`src/rtl/lsu_mem_access.sv`:
```
// lsu_mem_access: MEM-stage load/store unit.
// Issues a single data-bus request per load/store, sizes and positions store
// data with byte enables, formats load data (sign/zero extension) into a
// registered lData, flags misaligned accesses and holds the pipeline in stall
// until the bus acknowledges or the request times out.
//
// Ports:
//   clk, rst         clock, synchronous active-high reset
//   memRen, memWen   MEM-stage load / store strobes (both set = store)
//   funct3           access size/sign: 000 B, 001 H, 010 W, 100 BU, 101 HU
//   addr, sData      effective byte address, store source data
//   busReq/busWe/busAddr/busWData/busBe   data-bus request (held during REQ)
//   busAck, busRData single-cycle completion and read word
//   lData            formatted load result (registered)
//   stall            freeze upstream pipeline registers (combinational)
//   misalign         misaligned access flag (combinational)
//   accessFault      one-cycle pulse after a bus timeout
module lsu_mem_access #(
  parameter int unsigned BITWIDTH       = 32,
  parameter int unsigned TIMEOUT_CYCLES = 255
) (
  input  logic                clk,
  input  logic                rst,
  input  logic                memRen,
  input  logic                memWen,
  input  logic [2:0]          funct3,
  input  logic [BITWIDTH-1:0] addr,
  input  logic [BITWIDTH-1:0] sData,
  output logic                busReq,
  output logic                busWe,
  output logic [BITWIDTH-1:0] busAddr,
  output logic [BITWIDTH-1:0] busWData,
  output logic [3:0]          busBe,
  input  logic                busAck,
  input  logic [BITWIDTH-1:0] busRData,
  output logic [BITWIDTH-1:0] lData,
  output logic                stall,
  output logic                misalign,
  output logic                accessFault
);

  localparam int unsigned DW    = BITWIDTH;
  localparam int unsigned CNT_W = 16;
  localparam logic [CNT_W-1:0] CNT_LAST = CNT_W'(TIMEOUT_CYCLES - 1);

  typedef enum logic [1:0] {
    IDLE = 2'd0,
    REQ  = 2'd1,
    DONE = 2'd2
  } state_t;

  state_t           state, state_nxt;
  logic [CNT_W-1:0] cnt, cnt_nxt;
  logic [2:0]       f3_q, f3_nxt;
  logic [1:0]       off_q, off_nxt;
  logic [DW-1:0]    addr_q, addr_nxt;
  logic [DW-1:0]    wdata_q, wdata_nxt;
  logic [3:0]       be_q, be_nxt;
  logic             we_q, we_nxt;
  logic [DW-1:0]    ldata_q, ldata_nxt;
  logic             fault_q, fault_nxt;

  // Size decode: undefined encodings (011, 110, 111) fall through to word.
  logic access_c;
  logic size_b_c;
  logic size_h_c;
  logic size_w_c;
  logic misalign_c;
  logic go_c;

  always_comb begin
    access_c   = memRen | memWen;
    size_b_c   = (funct3[1:0] == 2'b00);
    size_h_c   = (funct3[1:0] == 2'b01);
    size_w_c   = ~size_b_c & ~size_h_c;
    misalign_c = access_c & ((size_h_c & addr[0]) | (size_w_c & (addr[1:0] != 2'b00)));
  end

  // Misalignment is only meaningful while a new access can be accepted.
  assign misalign = ~rst & (state == IDLE) & misalign_c;
  assign go_c     = ~rst & access_c & ~misalign;

  // DONE deliberately releases stall so the pipeline advances past this instr.
  assign stall = ~rst & (((state == IDLE) & go_c) | (state == REQ));

  // Store lane positioning and byte enables; loads always read the full word.
  logic [DW-1:0] st_wdata_c;
  logic [3:0]    st_be_c;

  always_comb begin
    st_wdata_c = sData;
    st_be_c    = 4'b1111;
    if (memWen) begin
      if (size_b_c) begin
        st_wdata_c = {4{sData[7:0]}};
        st_be_c    = 4'b0001 << addr[1:0];
      end else if (size_h_c) begin
        st_wdata_c = {2{sData[15:0]}};
        st_be_c    = addr[1] ? 4'b1100 : 4'b0011;
      end
    end
  end

  // Extract and extend the addressed byte/half from the returned word.
  function automatic logic [DW-1:0] fmt_load(input logic [DW-1:0] rd,
                                             input logic [2:0]    f3,
                                             input logic [1:0]    off);
    logic [7:0]  b;
    logic [15:0] h;
    logic [DW-1:0] res;
    case (off)
      2'd0:    b = rd[7:0];
      2'd1:    b = rd[15:8];
      2'd2:    b = rd[23:16];
      default: b = rd[31:24];
    endcase
    h = off[1] ? rd[31:16] : rd[15:0];
    case (f3)
      3'b000:  res = {{24{b[7]}}, b};
      3'b001:  res = {{16{h[15]}}, h};
      3'b100:  res = {24'd0, b};
      3'b101:  res = {16'd0, h};
      default: res = rd;
    endcase
    return res;
  endfunction

  // State and datapath registers.
  always_ff @(posedge clk) begin
    if (rst) begin
      state   <= IDLE;
      cnt     <= '0;
      f3_q    <= '0;
      off_q   <= '0;
      addr_q  <= '0;
      wdata_q <= '0;
      be_q    <= '0;
      we_q    <= 1'b0;
      ldata_q <= '0;
      fault_q <= 1'b0;
    end else begin
      state   <= state_nxt;
      cnt     <= cnt_nxt;
      f3_q    <= f3_nxt;
      off_q   <= off_nxt;
      addr_q  <= addr_nxt;
      wdata_q <= wdata_nxt;
      be_q    <= be_nxt;
      we_q    <= we_nxt;
      ldata_q <= ldata_nxt;
      fault_q <= fault_nxt;
    end
  end

  // Next-state and datapath update.
  always_comb begin
    state_nxt = state;
    cnt_nxt   = cnt;
    f3_nxt    = f3_q;
    off_nxt   = off_q;
    addr_nxt  = addr_q;
    wdata_nxt = wdata_q;
    be_nxt    = be_q;
    we_nxt    = we_q;
    ldata_nxt = ldata_q;
    fault_nxt = 1'b0;

    case (state)
      IDLE: begin
        if (go_c) begin
          addr_nxt  = {addr[DW-1:2], 2'b00};
          we_nxt    = memWen;
          be_nxt    = st_be_c;
          wdata_nxt = st_wdata_c;
          f3_nxt    = funct3;
          off_nxt   = addr[1:0];
          cnt_nxt   = '0;
          state_nxt = REQ;
        end
      end
      REQ: begin
        if (busAck) begin
          if (!we_q) ldata_nxt = fmt_load(busRData, f3_q, off_q);
          state_nxt = DONE;
        end else if (cnt == CNT_LAST) begin
          if (!we_q) ldata_nxt = '0;
          fault_nxt = 1'b1;
          state_nxt = DONE;
        end else begin
          cnt_nxt = cnt + CNT_W'(1);
        end
      end
      DONE: begin
        state_nxt = IDLE;
      end
      default: begin
        state_nxt = IDLE;
      end
    endcase
  end

  assign busReq      = (state == REQ);
  assign busWe       = we_q;
  assign busAddr     = addr_q;
  assign busWData    = wdata_q;
  assign busBe       = be_q;
  assign lData       = ldata_q;
  assign accessFault = fault_q;

endmodule

```
`config.mk`:
```
export PLATFORM = sky130hd
export DESIGN_NAME = lsu_mem_access
export DESIGN_NICKNAME = d
export VERILOG_FILES = /design/src/rtl/lsu_mem_access.sv
export SDC_FILE = /design/constraint.sdc
export NUM_CORES = 1
export LEC_CHECK = 0
export ABC_AREA = 1
export CAP_MARGIN = 20
export CORE_AREA = 2 2 125 127
export CTS_CLUSTER_DIAMETER = 40
export DETAILED_ROUTE_END_ITERATION = 10
export DIE_AREA = 0 0 127 129
export DONT_BUFFER_PORTS = 1
export SETUP_SLACK_MARGIN = 0.02
export SLEW_MARGIN = 20
export SYNTH_ARGS = -nofsm -noshare
export SYNTH_HDL_FRONTEND = slang
export SYNTH_SLANG_ARGS = --single-unit
```
`constraint.sdc`:
```
create_clock -name clk -period 1.8 [get_ports clk]
set_input_delay 0.27 -clock clk [delete_from_list [all_inputs] [get_ports clk]]
set_output_delay 0.27 -clock clk [all_outputs]
set_load 0.01 [all_outputs]
```
==> flow_summary_export.csv <==
group,metric,value,unit
outcome,status,"finished, final reports clean",
grt,grt_start_max_net_pins,53,
power_and_ir_drop,switchingPower,2.08,mW
sta,slew_headroom,50.4,%
layout,final_cell_mix,"nand2_1, dfxtp_1, nor2_1, inv_1, a21oi_1",
synthesis,synth-adder-area-share,0.421,%
route,drt_iter0_drc,341,
power_and_ir_drop,p_int,5.34,mW
synthesis,yosysUniqueCellTypes,44,
route,routedWlPerCell,17.0,um
hold_path,hold_path_class,"input pin to flop",
critical_path,worst_setup_path_start_kind,"flop",
sta,finalHoldViolCount,0,
flow_run,max_cap_viol_count,0,
floorplan,core,15000,um^2
layout,diodes,0,
power_and_ir_drop,power_frac_seq,41.9,%
layout,drive_above_1_share,10.6,%
critical_path,critical_path.max_fanout,6,
layout,layout.nets,966,
critical_path,critPathSlowestCell,"dfxtp_2",
place,numPortBuffers,0,
critical_path,worstPathRequired,1.53,ns
sta,worstMarginPinSlew,0.742,ns
floorplan,row_count,45,
place,dp_hpwl,12400,um
grt,grt_pass1_vias,5242,
critical_path,crit_type,"flop to output port",
synthesis,synth_top_family_by_area,"simple AND/OR/NAND/NOR gates",
floorplan,fp.dieW,127,um
floorplan,die_height,129,um
clock_tree,cts_tree,"built",
synthesis,synth_simple_gate_area_share,25.7,%
route,drtPass1Iterations,5,
floorplan,start_util,39.7,%
grt,overflow,0,
sta,fin_crit_sh,95.5,%
synthesis,synth_compound_gate_area_share,21.6,%
floorplan,io_pins,209,
clock_tree,clkSinkCount,123,
layout,mostFrequentLayoutCell,"nand2_1",
grt,antenna_found_initial,0,
sta,finalSetupViolCount,0,
route,wl,18100,um
power_and_ir_drop,p_clk_share,45.9,%
synthesis,synth.cell_area,5940,um^2
sta,max_freq,582,MHz
grt,track_usage,21.5,%
layout,areaGrowthSynthToFinish,20.4,%
clock_tree,clock_latency,0.41,ns
sta,drv_slew,0,
clock_tree,path_clk_slew,0.06,ns
power_and_ir_drop,p_comb_share,12.3,%
clock_tree,cts_buffers,17,
clock_tree,clock_tree.buffer_depth,2,
route,ant_nets,0,
synthesis,ys_seq_area_share,41.4,%
layout,fin_util,47.8,%
synthesis,ys_warn_count,0,
synthesis,synth_seq_cells,123,
critical_path,slowest_delay,0.32,ns
power_and_ir_drop,sw_frac_of_total,28.0,%
power_and_ir_drop,ir_worst_vdd,715,uV
synthesis,netlist_instances,819,
clock_tree,root_buffer,"clkbuf_16",
sta,rsz0062_at_grt,"true",
power_and_ir_drop,p_leak,3.03,nW
synthesis,avgSynthCellArea,7.26,um^2
grt,grt_pass1_wl,27800,um
power_and_ir_drop,p_per_area,1040,nW/um^2
synthesis,yosys.area_share.xor_xnor,0.442,%
sta,skew,0.0116,ns
sta,fin_crit,1.72,ns
route,vias_per_cell,5.33,
route,route.detailed.drc,0,
sta,setup_tns,0,ns
clock_tree,cts_max_level,4,
synthesis,synthMuxAreaShare,0,%
critical_path,reg2reg_slack,0.14,ns
floorplan,die_area,16400,um^2
critical_path,cp.arrival,1.45,ns
route,vias,5653,
critical_path,crit_chain,"inv_1 > or2_4 > buf_6 > inv_1 > buf_6 > buf_4",
critical_path,endpoint_kind,"output port",
place,gp_congestion,0.888,
## layout make-up
| type | instances | area [um^2] |
|---|---|---|
| clock buffer | 19 | 443 |
| clock inverter | 12 | 140 |
| fill | 1504 | 7820 |
| inverter | 77 | 298 |
| multi-input combinational | 571 | 2900 |
| sequential | 123 | 2470 |
| tap | 188 | 235 |
| timing repair buffer | 70 | 671 |
## layer usage
| metal | part of all wire [%] | track usage [%] |
|---|---|---|
| met2 | 45 | 33.6 |
| met3 | 9.7 | 8.27 |
| met4 | 2.0 | 7.50 |
| met1 | 43 | 27.2 |
| met5 | 0 | 0 |
## logic make-up (layout without fill, tap and decap cells)
logic type / after synthesis / in the layout
flops: 123 / 123
compound gates: 208 / 208
other cells: 1 / 2
xor+xnor: 3 / 3
simple gates: 356 / 356
fa+ha+maj: 2 / 2
buf+inv: 126 / 178
## flip-flops by register name (all words and copies together) (netlist names)
name	cells
busWe	1
busAddr	30
f3_q	3
accessFault	1
state	2
busWData	32
busBe	4
off_q	2
lData	32
cnt	16
## path summary, 6_finish.rpt
check / startpoint / endpoint / depth (start not counted)
max reg2reg: cnt[0] / lData[3] / 11
max: state[0] / busReq / 6
min reg2reg: cnt[0] / cnt[0] / 1
min: sData[20] / busWData[20] / 2
## stage by stage
step | cells | power [mW] | hold WS [ns] | instance area, um^2 | setup WS (ns)
detailed placement | 988 | 3.96 | 0.345 | 6120 | 0.0696
finish | 1060 | 7.42 | 0.0191 | 7150 | 0.0811
floorplan | 820 | 3.78 | 0.403 | 5950 | 0.261
global route | 1060 | 7.69 | 0.00805 | 7150 | 0.00815
global placement | 988 | 3.96 | 0.343 | 6120 | 0.120
CTS | 1060 | 7.42 | 0.00127 | 7120 | 0.0394
## synthesized netlist by cell type, drive strengths merged
cell type / n / area share [%]
nand2: 200 / 13
a21oi: 63 / 5.4
a31oi: 28 / 2.9
nor2: 104 / 7.5
inv: 75 / 4.9
o211ai: 2 / 0.34
a32oi: 5 / 0.74
nor3: 3 / 0.25
nor4: 3 / 0.32
buf: 38 / 4.6
clkinv: 2 / 0.15
or2: 3 / 0.32
nand4: 7 / 0.74
clkbuf: 11 / 0.72
a22o: 39 / 5.7
ha: 2 / 0.42
o21bai: 2 / 0.25
nand3b: 1 / 0.13
conb: 1 / 0.063
a211oi: 1 / 0.21
o21ai: 60 / 5.1
nand3: 35 / 3.1
xor2: 3 / 0.44
o21a: 4 / 0.51
dfxtp: 123 / 41
o22ai: 4 / 0.42
## power groups by stage
stage                     Sequential (mW)  Combinational (mW)  Clock, mW
after detailed placement             3.16               0.801          0
after global routing                 3.12                1.01       3.56
after floorplan                      3.11               0.674          0
after global placement               3.16               0.795          0
final                                3.10               0.911       3.40
after CTS                            3.10               0.885       3.43
## critical path, delay by kind of cell, from the launching register on
family	cells	cell delay, ns
buffers and inverters	5	0.50
flip-flops	1	0.32
AND/OR/NAND/NOR	1	0.23
## timing repair
| item | CTS | global route |
|---|---|---|
| buffers inserted | 1 | 0 |
| hold buffers | 40 | 0 |
| cloned | 0 | 0 |
| endpoints found under the hold margin | 56 | 0 |
| gates resized for setup | 2 | 10 |
| setup endpoints to repair | 2 | 28 |
| pin swaps | 0 | 0 |
Note: power is estimated with default switching activity, not from simulation.
